## src/rtl/dual_branch_predictor_if.sv

```systemverilog
// Fetch/Decode/Execute signal bundle between the core pipeline and the dual-slot branch predictor.
interface dual_branch_predictor_if #(
  parameter int PC_WIDTH = 32
);
  logic [PC_WIDTH-1:0] pcF;
  logic                stallD;
  logic                flushD;
  logic                flushE;
  logic                branchE1;
  logic                branchE2;
  logic                takenBranchE1;
  logic                takenBranchE2;
  logic [PC_WIDTH-1:0] pcE1;
  logic [PC_WIDTH-1:0] pcE2;
  logic                predictionF1;
  logic                predictionF2;
  logic                predictionE1;
  logic                predictionE2;
  logic [15:0]         mispredictCount;

  modport master (
    output pcF, stallD, flushD, flushE,
    output branchE1, branchE2, takenBranchE1, takenBranchE2, pcE1, pcE2,
    input  predictionF1, predictionF2, predictionE1, predictionE2, mispredictCount
  );

  modport slave (
    input  pcF, stallD, flushD, flushE,
    input  branchE1, branchE2, takenBranchE1, takenBranchE2, pcE1, pcE2,
    output predictionF1, predictionF2, predictionE1, predictionE2, mispredictCount
  );
endinterface

```

## src/rtl/dual_branch_predictor.sv

```systemverilog
// Two-slot bimodal predictor: shared 2-bit counter table, F->D->E prediction pipeline,
// and a saturating misprediction counter.
module dual_branch_predictor #(
  parameter int PC_WIDTH   = 32,
  parameter int INDEX_BITS = 6
) (
  input logic                   clk,
  input logic                   rst,
  dual_branch_predictor_if.slave bp
);
  localparam int TableSize = 1 << INDEX_BITS;

  logic [1:0]            counterTable [TableSize];
  logic [INDEX_BITS-1:0] idxF1, idxF2, idxE1, idxE2;
  logic [1:0]            next1, base2, next2;
  logic                  predD1, predD2, predE1, predE2;
  logic                  mispredict1, mispredict2;
  logic [15:0]           count;
  logic [16:0]           countSum;

  function automatic logic [1:0] trainCounter(input logic [1:0] ctr, input logic taken);
    if (taken) return (ctr == 2'b11) ? 2'b11 : ctr + 2'd1;
    else       return (ctr == 2'b00) ? 2'b00 : ctr - 2'd1;
  endfunction

  assign idxF1 = bp.pcF[INDEX_BITS-1:0];
  assign idxF2 = INDEX_BITS'(bp.pcF + PC_WIDTH'(1));
  assign idxE1 = bp.pcE1[INDEX_BITS-1:0];
  assign idxE2 = bp.pcE2[INDEX_BITS-1:0];

  // Slot 2 trains on top of slot 1's result when both hit the same entry.
  always_comb begin
    next1 = trainCounter(counterTable[idxE1], bp.takenBranchE1);
    base2 = counterTable[idxE2];
    if (bp.branchE1 && (idxE1 == idxE2)) base2 = next1;
    next2 = trainCounter(base2, bp.takenBranchE2);
  end

  always_ff @(posedge clk) begin
    if (!rst) begin
      for (int i = 0; i < TableSize; i++) counterTable[i] <= 2'b01;
    end else begin
      if (bp.branchE1) counterTable[idxE1] <= next1;
      if (bp.branchE2) counterTable[idxE2] <= next2;
    end
  end

  always_ff @(posedge clk) begin
    if (!rst) begin
      predD1 <= 1'b0;
      predD2 <= 1'b0;
      predE1 <= 1'b0;
      predE2 <= 1'b0;
    end else begin
      if (bp.flushD) begin
        predD1 <= 1'b0;
        predD2 <= 1'b0;
      end else if (!bp.stallD) begin
        predD1 <= bp.predictionF1;
        predD2 <= bp.predictionF2;
      end
      if (bp.flushE) begin
        predE1 <= 1'b0;
        predE2 <= 1'b0;
      end else begin
        predE1 <= predD1;
        predE2 <= predD2;
      end
    end
  end

  assign mispredict1 = bp.branchE1 & (bp.takenBranchE1 ^ predE1);
  assign mispredict2 = bp.branchE2 & (bp.takenBranchE2 ^ predE2);
  assign countSum    = {1'b0, count} + {16'b0, mispredict1} + {16'b0, mispredict2};

  always_ff @(posedge clk) begin
    if (!rst) count <= 16'h0000;
    else      count <= countSum[16] ? 16'hFFFF : countSum[15:0];
  end

  assign bp.predictionF1    = counterTable[idxF1][1];
  assign bp.predictionF2    = counterTable[idxF2][1];
  assign bp.predictionE1    = predE1;
  assign bp.predictionE2    = predE2;
  assign bp.mispredictCount = count;
endmodule
```

## src/flat_wrapper.sv

```systemverilog
// flat-port wrapper written by rule: the top's interface ports become plain ports
module dual_branch_predictor_flat 
#(
  parameter int PC_WIDTH   = 32,
  parameter int INDEX_BITS = 6
)
  (clk, rst, bp_pcF, bp_stallD, bp_flushD, bp_flushE, bp_branchE1, bp_branchE2, bp_takenBranchE1, bp_takenBranchE2, bp_pcE1, bp_pcE2, bp_predictionF1, bp_predictionF2, bp_predictionE1, bp_predictionE2, bp_mispredictCount);
  dual_branch_predictor_if #(.PC_WIDTH(PC_WIDTH)) bp_i ();
  input logic clk;
  input logic rst;
  input wire logic [$bits(bp_i.pcF)-1:0] bp_pcF;
  input wire logic [$bits(bp_i.stallD)-1:0] bp_stallD;
  input wire logic [$bits(bp_i.flushD)-1:0] bp_flushD;
  input wire logic [$bits(bp_i.flushE)-1:0] bp_flushE;
  input wire logic [$bits(bp_i.branchE1)-1:0] bp_branchE1;
  input wire logic [$bits(bp_i.branchE2)-1:0] bp_branchE2;
  input wire logic [$bits(bp_i.takenBranchE1)-1:0] bp_takenBranchE1;
  input wire logic [$bits(bp_i.takenBranchE2)-1:0] bp_takenBranchE2;
  input wire logic [$bits(bp_i.pcE1)-1:0] bp_pcE1;
  input wire logic [$bits(bp_i.pcE2)-1:0] bp_pcE2;
  output wire logic [$bits(bp_i.predictionF1)-1:0] bp_predictionF1;
  output wire logic [$bits(bp_i.predictionF2)-1:0] bp_predictionF2;
  output wire logic [$bits(bp_i.predictionE1)-1:0] bp_predictionE1;
  output wire logic [$bits(bp_i.predictionE2)-1:0] bp_predictionE2;
  output wire logic [$bits(bp_i.mispredictCount)-1:0] bp_mispredictCount;
  assign bp_i.pcF = bp_pcF;
  assign bp_i.stallD = bp_stallD;
  assign bp_i.flushD = bp_flushD;
  assign bp_i.flushE = bp_flushE;
  assign bp_i.branchE1 = bp_branchE1;
  assign bp_i.branchE2 = bp_branchE2;
  assign bp_i.takenBranchE1 = bp_takenBranchE1;
  assign bp_i.takenBranchE2 = bp_takenBranchE2;
  assign bp_i.pcE1 = bp_pcE1;
  assign bp_i.pcE2 = bp_pcE2;
  assign bp_predictionF1 = bp_i.predictionF1;
  assign bp_predictionF2 = bp_i.predictionF2;
  assign bp_predictionE1 = bp_i.predictionE1;
  assign bp_predictionE2 = bp_i.predictionE2;
  assign bp_mispredictCount = bp_i.mispredictCount;
  dual_branch_predictor #(.PC_WIDTH(PC_WIDTH), .INDEX_BITS(INDEX_BITS)) u_core (.clk(clk), .rst(rst), .bp(bp_i));
endmodule
```

## config.mk

```make
export PLATFORM = sky130hd
export DESIGN_NAME = dual_branch_predictor_flat
export DESIGN_NICKNAME = d
export VERILOG_FILES = /design/src/rtl/dual_branch_predictor_if.sv /design/src/rtl/dual_branch_predictor.sv /design/src/flat_wrapper.sv
export SDC_FILE = /design/constraint.sdc
export NUM_CORES = 1
export LEC_CHECK = 0
export ABC_CLOCK_PERIOD_IN_PS = 9300
export BUFFER_PORTS_ARGS = -buffer_cell sky130_fd_sc_hd__buf_2
export CELL_PAD_IN_SITES_DETAIL_PLACEMENT = 0
export CELL_PAD_IN_SITES_GLOBAL_PLACEMENT = 1
export CORE_UTILIZATION = 50
export DETAILED_ROUTE_END_ITERATION = 8
export GPL_TIMING_DRIVEN = 0
export PLACE_DENSITY_LB_ADDON = 0.1
export SLEW_MARGIN = 20
export SYNTH_ARGS = -nofsm -noshare
export SYNTH_HDL_FRONTEND = slang
export SYNTH_SLANG_ARGS = --single-unit
```

## constraint.sdc

```tcl
create_clock -name clk -period 9.3 [get_ports clk]
set_clock_uncertainty 0.15 [all_clocks]
set_input_delay 0.465 -clock clk [delete_from_list [all_inputs] [get_ports clk]]
set_output_delay 0.465 -clock clk [all_outputs]
set_load 0.005 [all_outputs]
```

==> results.json <==
{
  "clk_pin_slew_ps": 70,
  "cp-end-kind": "flop",
  "p_sw_w": 0.000668,
  "drive_gt1_frac": 0.143,
  "nets": 1406,
  "slew_headroom": 0.168,
  "failed_checks": "design-rule violations",
  "hold_violations": 0,
  "cts_root_buf": "clkbuf_16",
  "clkPwrFrac": 0.367,
  "fin_crit_sh": 0.598,
  "vdd.ir_drop.worst_mv": 0.104,
  "ios": 125,
  "core_area_um2": 22000,
  "maxCapViolations": 0,
  "ys_warn_count": 0,
  "via_per_inst": 7.44,
  "p_total_w": 0.00188,
  "reg2reg_depth": 9,
  "ys_ff_latch": 148,
  "powerDensity_nw_per_um2": 150,
  "outcome": "finished, violations left",
  "post_cts_buffers": 0,
  "netlist.area_leader.share": 0.339,
  "numCtsBuffers": 17,
  "criticalPathCategory": "input pin to flop",
  "gr-usage-all-layers": 0.469,
  "syn2layout_area_growth_pct": 10.6,
  "max_freq_mhz": 180,
  "grt_pass1_vias": 10884,
  "cp-start-kind": "input pin",
  "die_area_um2": 23300,
  "vias": 11831,
  "port_buffers": 41,
  "ant_nets": 0,
  "fin_tns_setup_ps": 0,
  "clk_latency_ps": 450,
  "cts_tree": "yes",
  "p_leak_nw": 4.34,
  "synth_top_cell_by_area": "edfxtp_1",
  "whs_path_depth": 2,
  "rows": 54,
  "sw_frac_of_total": 0.355,
  "multi_input_area_um2": 6610,
  "combPwrFrac": 0.225,
  "yosys-top-cells-area": "edfxtp_1, mux4_2, nand2_1, mux2i_1, a22oi_1",
  "p_int_w": 0.00121,
  "setup_viol": 0,
  "wl_per_cell_um": 34.1,
  "routed_wl_um": 54300,
  "synth-main-ff-cell": "edfxtp_1",
  "die_h_um": 153,
  "async_flop_share": 0,
  "grt_start_max_net_pins": 17,
  "first_pass_iters": 9,
  "dpl.hpwl_um": 40000,
  "min_period_ps": 5560,
  "clockBufferDepth": 2,
  "drt_iter0_markers": 2099,
  "ctsResizeCount": 0,
  "synth_nets": 1340,
  "grt.overflow.total": 0,
  "syn-cell-area_um2": 11300,
  "hold_buffers": 0,
  "grt_pass1_wl_um": 76500,
  "die_w_um": 153,
  "gp_congestion": 1.07,
  "rsz0062_at_grt": "no",
  "path_max_fanout": 10,
  "start_util": 0.515,
  "synth_edf_count": 128,
  "seq_area_frac_synth": 0.374,
  "crit_arrival_ps": 5560,
  "fillers": 1992,
  "crit_required_ps": 9300,
  "regArea_um2": 4240,
  "synth_cells": 1232,
  "ctsHtreeMaxLevel": 4,
  "avgSynthCellArea_um2": 9.21,
  "antenna_found_initial": 1,
  "min_path_type": "input pin to flop",
  "drcViolationCount": 2,
  "tightest_slew_ps": 1240,
  "cts_sinks": 148,
  "yosys.cell_types.count": 66,
  "p_seq_frac": 0.408,
  "slew_violations": 0,
  "diodes": 0
}
-- power by group through the flow --
stage,logic (W),registers (W),clock network (W)
after global placement,0.000398,0.000779,0
after global routing,0.000428,0.000768,0.000704
final,0.000423,0.000769,0.000691
after floorplan,0.000240,0.000761,0
after detailed placement,0.000400,0.000779,0
after CTS,0.000401,0.000765,0.000678
-- cell usage after synthesis (all sizes together) (3+ instances only) --
master	number
a21oi	26
a221oi	16
a22oi	64
a31oi	24
and2	4
and3	12
and3b	23
and4	6
buf	27
clkbuf	82
dfxtp	20
edfxtp	128
inv	11
maj3	4
mux2	16
mux2i	65
mux4	52
nand2	197
nand2b	7
nand3	89
nand3b	3
nand4	34
nor2	121
nor2b	12
nor3	12
nor3b	9
nor4	4
o211ai	4
o21ai	77
o221ai	8
o22ai	9
or2	5
or3	4
or3b	3
xnor2	12
xor2	10
-- metal layers --
metal  wire (µm)  vias up  track usage
met4        3540        0        0.276
met2       22500     1117        0.679
li1            -     4829            -
met1       19700     5668        0.616
met3        8540      217        0.151
met5           0        -            0
-- final cells by class --
cell class	instances	area share
repair buffers	47	0.0211
clock buffers	19	0.0347
multi-input cells	963	0.527
inverters	12	0.00359
plain buffers	109	0.0387
flip-flops and latches	148	0.338
well taps	280	0.0279
clock inverters	13	0.00888
-- path summary, 6_finish.rpt --
check,start,to,slack (ps)
hold / removal,bp_flushE,u_core.bp.predictionE1,50
hold reg to reg,u_core.predD1,u_core.bp.predictionE1,350
setup reg to reg,u_core.counterTable[56][0],u_core.counterTable[10][0],4600
setup / recovery,bp_pcE2[1],u_core.counterTable[45][1],3740
-- cells in the final DEF (no fill, tap or decap), types with 14 or more instances in the layout --
cell / instances
and3b_1: 23
nand2_1: 197
buf_2: 51
dfxtp_1: 20
mux4_2: 52
clkbuf_16: 17
nand3_1: 89
a21oi_1: 26
mux2i_1: 65
o21ai_0: 77
edfxtp_1: 128
nor2_1: 116
nand4_1: 34
a221oi_1: 16
clkbuf_1: 82
a31oi_1: 24
mux2_2: 14
a22oi_1: 64
-- stage by stage --
stage               instance area [µm²]  instances  setup WS (ps)   util  hold WS (ps)
CTS                               12500       1591           4090  0.569          47.8
global route                      12500       1591           3770  0.570          61.5
global placement                  11900       1553           3690  0.540           322
finish                            12500       1591           3740  0.570          48.6
detailed placement                12000       1559           3660  0.544           333
floorplan                         11300       1232           5600      -           304
-- flip-flops by register name (all words and copies together) (netlist names) --
| signal | flops |
|---|---|
| u_core.bp.mispredictCount | 16 |
| u_core.bp.predictionE1 | 1 |
| u_core.bp.predictionE2 | 1 |
| u_core.counterTable | 128 |
| u_core.predD1 | 1 |
| u_core.predD2 | 1 |
-- worst max-delay path: stages --
cell and delay [ps]:
clkbuf_1 370, clkbuf_1 680, clkbuf_1 650, clkbuf_1 560
xnor2_1 190, nand4_1 130, nor4_1 840, a22o_1 630
clkbuf_1 820, o21ai_0 190
-- cells by family (layout without fill, tap and decap cells) --
logic type	Yosys count	count (layout)	synth area share
AO/OA/AOI/OAI	253	253	0.148
XOR/XNOR	22	22	0.0170
adder cells (fa/ha/maj)	7	7	0.00750
buffers and inverters	121	200	0.0468
flip-flops	148	148	0.374
multiplexers	133	133	0.176
AND/OR/NAND/NOR	548	548	0.230
No activity file was read; power rests on OpenSTA's default activity.
